**src/rtl/screen_rect_scanner_pkg.sv**
```systemverilog
// Shared types and screen defaults for the rectangle scanner and its offset counter.
package screen_rect_scanner_pkg;

  typedef enum logic [1:0] {
    S_IDLE  = 2'd0,
    S_READ  = 2'd1,
    S_WRITE = 2'd2,
    S_DONE  = 2'd3
  } state_e;

  localparam int SCREEN_W_DEFAULT     = 160;
  localparam int SCREEN_H_DEFAULT     = 120;
  localparam int COLOUR_WIDTH_DEFAULT = 3;

endpackage

```
**src/rtl/screen_rect_scanner_counter.sv**
```systemverilog
// Row-major 2D offset counter: x offset runs fastest, wrapping into the next row at x_range.
module rect_scan_counter
  import screen_rect_scanner_pkg::*;
#(
  parameter int WIDTH = 8
) (
  input  logic             clock,
  input  logic             reset,
  input  logic             clear,
  input  logic             advance,
  input  logic [WIDTH-1:0] x_range,
  input  logic [WIDTH-1:0] y_range,
  output logic [WIDTH-1:0] ox,
  output logic [WIDTH-1:0] oy,
  output logic             last
);

  localparam logic [WIDTH-1:0] ONE = WIDTH'(1);

  logic [WIDTH-1:0] ox_q, ox_d;
  logic [WIDTH-1:0] oy_q, oy_d;

  always_ff @(posedge clock) begin
    if (reset) begin
      ox_q <= '0;
      oy_q <= '0;
    end else begin
      ox_q <= ox_d;
      oy_q <= oy_d;
    end
  end

  always_comb begin
    ox_d = ox_q;
    oy_d = oy_q;
    if (clear) begin
      ox_d = '0;
      oy_d = '0;
    end else if (advance) begin
      if (ox_q == x_range) begin
        ox_d = '0;
        oy_d = oy_q + ONE;
      end else begin
        ox_d = ox_q + ONE;
      end
    end
  end

  assign ox   = ox_q;
  assign oy   = oy_q;
  assign last = (ox_q == x_range) && (oy_q == y_range);

endmodule

```
**src/rtl/screen_rect_scanner.sv**
```systemverilog
// Raster-scans a latched rectangle: read old colour, show it to the client, write back its new colour.
module screen_rect_scanner
  import screen_rect_scanner_pkg::*;
#(
  parameter int WIDTH        = 8,
  parameter int COLOUR_WIDTH = COLOUR_WIDTH_DEFAULT,
  parameter int SCREEN_W     = SCREEN_W_DEFAULT,
  parameter int SCREEN_H     = SCREEN_H_DEFAULT
) (
  input  logic                    clock,
  input  logic                    reset,
  input  logic                    screen_start,
  input  logic [COLOUR_WIDTH-1:0] new_screen_colour,
  input  logic [WIDTH-1:0]        screen_x_min,
  input  logic [WIDTH-1:0]        screen_y_min,
  input  logic [WIDTH-1:0]        screen_x_range,
  input  logic [WIDTH-1:0]        screen_y_range,
  output logic [WIDTH-1:0]        screen_x,
  output logic [WIDTH-1:0]        screen_y,
  output logic [COLOUR_WIDTH-1:0] old_screen_colour,
  output logic                    screen_done,
  output logic                    busy,
  output logic                    fb_rd_en,
  output logic [WIDTH-1:0]        fb_rd_x,
  output logic [WIDTH-1:0]        fb_rd_y,
  input  logic [COLOUR_WIDTH-1:0] fb_rd_data,
  output logic                    fb_wr_en,
  output logic [WIDTH-1:0]        fb_wr_x,
  output logic [WIDTH-1:0]        fb_wr_y,
  output logic [COLOUR_WIDTH-1:0] fb_wr_colour
);

  localparam logic [WIDTH:0] X_LIMIT = (WIDTH+1)'(SCREEN_W);
  localparam logic [WIDTH:0] Y_LIMIT = (WIDTH+1)'(SCREEN_H);

  state_e state_q, state_d;
  logic [WIDTH-1:0] x_min_q, x_min_d;
  logic [WIDTH-1:0] y_min_q, y_min_d;
  logic [WIDTH-1:0] x_range_q, x_range_d;
  logic [WIDTH-1:0] y_range_q, y_range_d;
  logic [WIDTH-1:0] screen_x_q, screen_x_d;
  logic [WIDTH-1:0] screen_y_q, screen_y_d;

  logic [WIDTH-1:0] ox, oy;
  logic             last;
  logic             clear;
  logic             advance;
  logic [WIDTH:0]   cur_x, cur_y;
  logic             in_screen;

  rect_scan_counter #(.WIDTH(WIDTH)) u_counter (
    .clock   (clock),
    .reset   (reset),
    .clear   (clear),
    .advance (advance),
    .x_range (x_range_q),
    .y_range (y_range_q),
    .ox      (ox),
    .oy      (oy),
    .last    (last)
  );

  // One extra bit so a rectangle running past coordinate 2^WIDTH-1 is clipped, not wrapped onto the screen.
  assign cur_x = {1'b0, x_min_q} + {1'b0, ox};
  assign cur_y = {1'b0, y_min_q} + {1'b0, oy};
  assign in_screen = !cur_x[WIDTH] && !cur_y[WIDTH] && (cur_x < X_LIMIT) && (cur_y < Y_LIMIT);

  always_ff @(posedge clock) begin
    if (reset) begin
      state_q    <= S_IDLE;
      x_min_q    <= '0;
      y_min_q    <= '0;
      x_range_q  <= '0;
      y_range_q  <= '0;
      screen_x_q <= '0;
      screen_y_q <= '0;
    end else begin
      state_q    <= state_d;
      x_min_q    <= x_min_d;
      y_min_q    <= y_min_d;
      x_range_q  <= x_range_d;
      y_range_q  <= y_range_d;
      screen_x_q <= screen_x_d;
      screen_y_q <= screen_y_d;
    end
  end

  always_comb begin
    state_d           = state_q;
    x_min_d           = x_min_q;
    y_min_d           = y_min_q;
    x_range_d         = x_range_q;
    y_range_d         = y_range_q;
    screen_x_d        = screen_x_q;
    screen_y_d        = screen_y_q;
    clear             = 1'b0;
    advance           = 1'b0;
    screen_x          = screen_x_q;
    screen_y          = screen_y_q;
    old_screen_colour = '0;
    screen_done       = 1'b0;
    busy              = (state_q != S_IDLE);
    fb_rd_en          = 1'b0;
    fb_rd_x           = '0;
    fb_rd_y           = '0;
    fb_wr_en          = 1'b0;
    fb_wr_x           = '0;
    fb_wr_y           = '0;
    fb_wr_colour      = '0;

    case (state_q)
      S_IDLE: begin
        if (screen_start) begin
          x_min_d   = screen_x_min;
          y_min_d   = screen_y_min;
          x_range_d = screen_x_range;
          y_range_d = screen_y_range;
          clear     = 1'b1;
          state_d   = S_READ;
        end
      end
      S_READ: begin
        fb_rd_en = 1'b1;
        fb_rd_x  = cur_x[WIDTH-1:0];
        fb_rd_y  = cur_y[WIDTH-1:0];
        state_d  = S_WRITE;
      end
      S_WRITE: begin
        // Coordinate is live this cycle and remembered so it holds until the next pixel.
        screen_x          = cur_x[WIDTH-1:0];
        screen_y          = cur_y[WIDTH-1:0];
        screen_x_d        = cur_x[WIDTH-1:0];
        screen_y_d        = cur_y[WIDTH-1:0];
        old_screen_colour = fb_rd_data;
        fb_wr_en          = in_screen;
        fb_wr_x           = cur_x[WIDTH-1:0];
        fb_wr_y           = cur_y[WIDTH-1:0];
        fb_wr_colour      = new_screen_colour;
        if (last) begin
          state_d = S_DONE;
        end else begin
          advance = 1'b1;
          state_d = S_READ;
        end
      end
      S_DONE: begin
        screen_done = 1'b1;
        state_d     = S_IDLE;
      end
      default: state_d = S_IDLE;
    endcase
  end

endmodule

```
**config.mk**
```make
export PLATFORM = sky130hd
export DESIGN_NAME = screen_rect_scanner
export DESIGN_NICKNAME = d
export VERILOG_FILES = /design/src/rtl/screen_rect_scanner_pkg.sv /design/src/rtl/screen_rect_scanner_counter.sv /design/src/rtl/screen_rect_scanner.sv
export SDC_FILE = /design/constraint.sdc
export NUM_CORES = 1
export LEC_CHECK = 0
export CAP_MARGIN = 20
export CORE_MARGIN = 5
export CORE_UTILIZATION = 50
export CTS_BUF_LIST = sky130_fd_sc_hd__clkbuf_8
export DETAILED_ROUTE_END_ITERATION = 10
export PLACE_DENSITY = 0.82
export SLEW_MARGIN = 20
export SYNTH_ARGS = -nofsm -noshare
export SYNTH_HDL_FRONTEND = slang
export SYNTH_SLANG_ARGS = --single-unit
export TNS_END_PERCENT = 20
```
**constraint.sdc**
```tcl
create_clock -name clock -period 3.6 [get_ports clock]
set_clock_uncertainty 0.15 [all_clocks]
set_input_delay 0.72 -clock clock [delete_from_list [all_inputs] [get_ports clock]]
set_output_delay 0.72 -clock clock [all_outputs]
set_load 0.03 [all_outputs]
```
==> flow_metrics.env <==
export IMPL_drv_cap=0
export IMPL_route_detailed_drc=0
export IMPL_grt_max_degree=54
export IMPL_yosys_top_cells_count="92 x nand2_1, 66 x dfxtp_1, 60 x a21oi_1"
export IMPL_htree_num_levels=3
export IMPL_area_growth_pct=36.1
export IMPL_dpl_worst_slack_ps=123
export IMPL_postCtsSetupBuffers=0
export IMPL_hold_ws_ps=313
export IMPL_max_freq_ghz=0.278
export IMPL_cts_tree="built"
export IMPL_drv_slew=0
export IMPL_fin_ws_ps=5.24
export IMPL_min_from="y_min_q[0]"
export IMPL_ys_types=46
export IMPL_maxSlewHeadroom_pct=36.4
export IMPL_met1_usage_pct=28.3
export IMPL_vias_per_cell=5.37
export IMPL_port_buffers=98
export IMPL_worstMarginPinSlew_ps=955
export IMPL_start_util_pct=50.9
export IMPL_cts_sinks=66
export IMPL_path_class="reg2out"
export IMPL_clock_latency_ps=340
export IMPL_fp_row_count=31
export IMPL_die_w_um=95.7
export IMPL_numCtsBuffers=9
export IMPL_synthCells=468
export IMPL_path_cells="ha_1 > fa_1 > a21oi_2 > o2111a_1 > a311oi_2 > or4_1 > o2111a_1 > buf_4"
export IMPL_syn_area_um2=3670
export IMPL_path_common_cell="o2111a_1"
export IMPL_track_usage_pct=22.2
export IMPL_die_y_um=95.7
export IMPL_slowest_stage="or4_1"
export IMPL_met3_usage_pct=3.52
export IMPL_min_period_over_period_pct=99.9
export IMPL_seq_area_frac_synth_pct=36.0
export IMPL_hold_viol_final=0
export IMPL_antenna_found_initial=0
export IMPL_grt_pass1_wl_mm=16.1
export IMPL_synth_async_sr_flop_share_pct=0
export IMPL_finalPower_uw=1710
export IMPL_cp_data_required_time_ps=2730
export IMPL_hpwl_mm=7.30
export IMPL_netlist_area_leader_share_pct=36.0
export IMPL_p_per_area_nw_per_um2=342
export IMPL_synth_fp_nets=529
export IMPL_clockRootBuffer="clkbuf_8"
export IMPL_crit_start="y_min_q[0]"
export IMPL_dieArea_um2=9160
export IMPL_worstPathArrival_ps=2720
export IMPL_crit_path_max_fanout=4
export IMPL_drt_iter0_markers=165
export IMPL_p_leak_uw=0.00232
export IMPL_avgSynthCellArea_um2=7.85
export IMPL_synth_edf_count=0
export IMPL_hold_path_class="reg2reg"
export IMPL_clkTransAtPathRegs_ps=70
export IMPL_worstReg2RegStart="u_counter.ox[2]"
export IMPL_period_needed_ps=3590
export IMPL_io_pin_count=99
export IMPL_cts_buffer_depth=2
export IMPL_end_kind="output port"
export IMPL_rsz0062_at_grt="true"
export IMPL_vias=3589
export IMPL_grt_pass1_vias=3420
export IMPL_core_um2=7210
export IMPL_synth_warnings=0
export IMPL_wl_per_cell_um=14.5
export IMPL_critPathLaunchType="flip-flop"
export IMPL_busiest_layer="met2"
export IMPL_drive_gt1_share_pct=7.56
export IMPL_place_gp_congestion=0.893
export IMPL_synth_seq_cells=66
export IMPL_fin_nets=625
export IMPL_ctsHoldBuffers=0
export IMPL_synth_top_area_cell="dfxtp_1"
export IMPL_max_stage_delay_ps=580
export IMPL_yosys_most_used_dff="dfxtp_1"
export IMPL_status="completed"
export IMPL_use_met2_pct=37.1
export IMPL_finalSetupViolations=0
export IMPL_drt_total_wl_mm=9.69
export IMPL_post_synth_top_count_cell="nand2_1"
export IMPL_insertedDiodeCount=0
export IMPL_globalRouteOverflowTotal=0
export IMPL_ant_nets=0
export IMPL_drt_pre_antenna_iters=5
export IMPL_vdd_drop_max_uv=278
export IMPL_synth_area_leaders="dfxtp_1 36%, nand2_1 9.4%, a21oi_1 8.2%"
through the flow:
stage	TNS (ps)	util, %	instance area [µm²]	std cells
finish	0	69.3	5000	668
global route	-93.7	69.3	5000	668
CTS	0	68.9	4970	668
detailed placement	0	66.0	4760	652
global placement	0	66.0	4760	652
floorplan	0	-	3670	468
what timing repair did:
action	4_1_cts	5_1_grt
setup endpoints to repair	15	19
endpoints found under the hold margin	0	0
gates resized for setup	18	21
pin swaps	1	0
final timing paths:
| kind | endpoint | slack (ps) | cells past startpoint |
|---|---|---|---|
| worst max-delay path | fb_wr_en | 5 | 8 |
| worst min-delay path | y_min_q[0] | 310 | 2 |
| worst max register to register | u_counter.oy[5] | 1270 | 5 |
| worst min register to register | y_min_q[0] | 310 | 2 |
cell type report:
class | count | area, µm²
multi-input cells | 362 | 2240
fillers | 613 | 2210
flip-flops and latches | 66 | 1320
repair buffers | 109 | 1060
clock buffers | 11 | 151
well taps | 99 | 124
inverters | 16 | 60.1
clock inverters | 5 | 46.3
per-layer routing:
layer  routed length (µm)  up-vias
met5                    0        -
met4                  196        0
met3                  709       17
met2                 4490      135
met1                 4300     1633
li1                     -     1804
report_power, final:
| group | switching (µW) | internal [µW] | leakage [µW] |
|---|---|---|---|
| combinational | 173 | 133 | 0.00167 |
| clock | 276 | 349 | 0.000113 |
| sequential | 19.0 | 758 | 0.000537 |
| total | 468 | 1240 | 0.00232 |
sequential cells by signal, summed over array words and instances, names as in the netlist:
signal	cells
screen_x_q	8
screen_y_q	8
state_q	2
u_counter.ox	8
u_counter.oy	8
x_min_q	8
x_range_q	8
y_min_q	8
y_range_q	8
critical path, delay by kind of cell, from the launching register on:
kind                     cells  cell delay (ps)
adder cells (fa/ha/maj)      2              660
flip-flops                   1              310
AO/OA/AOI/OAI                4              680
buffers and inverters        1              170
AND/OR/NAND/NOR              1              580
placed cells by master, fill, tap and decap left out, drive strengths merged, types with 9 or more instances in the layout:
master	n
a21o	10
nand3	14
dfxtp	66
nor2b	14
and2	17
dlygate4sd2	9
xnor2	15
buf	13
a21oi	60
xor2	11
nor2	25
o21ai	21
dlymetal6s2s	13
clkdlybuf4s50	71
clkbuf	14
inv	18
nand2	92
ha	18
or3	10
logic make-up (layout without fill, tap and decap cells):
group	after synthesis	count (layout)	share of synthesized area [%]
AO/OA/AOI/OAI	113	113	18.6
buffers and inverters	40	141	4.22
AND/OR/NAND/NOR	201	201	27.2
adder cells (fa/ha/maj)	20	20	7.22
multiplexers	2	2	0.579
flip-flops	66	66	36.0
XOR/XNOR	26	26	6.20
Power figures use the tool's default switching activity.
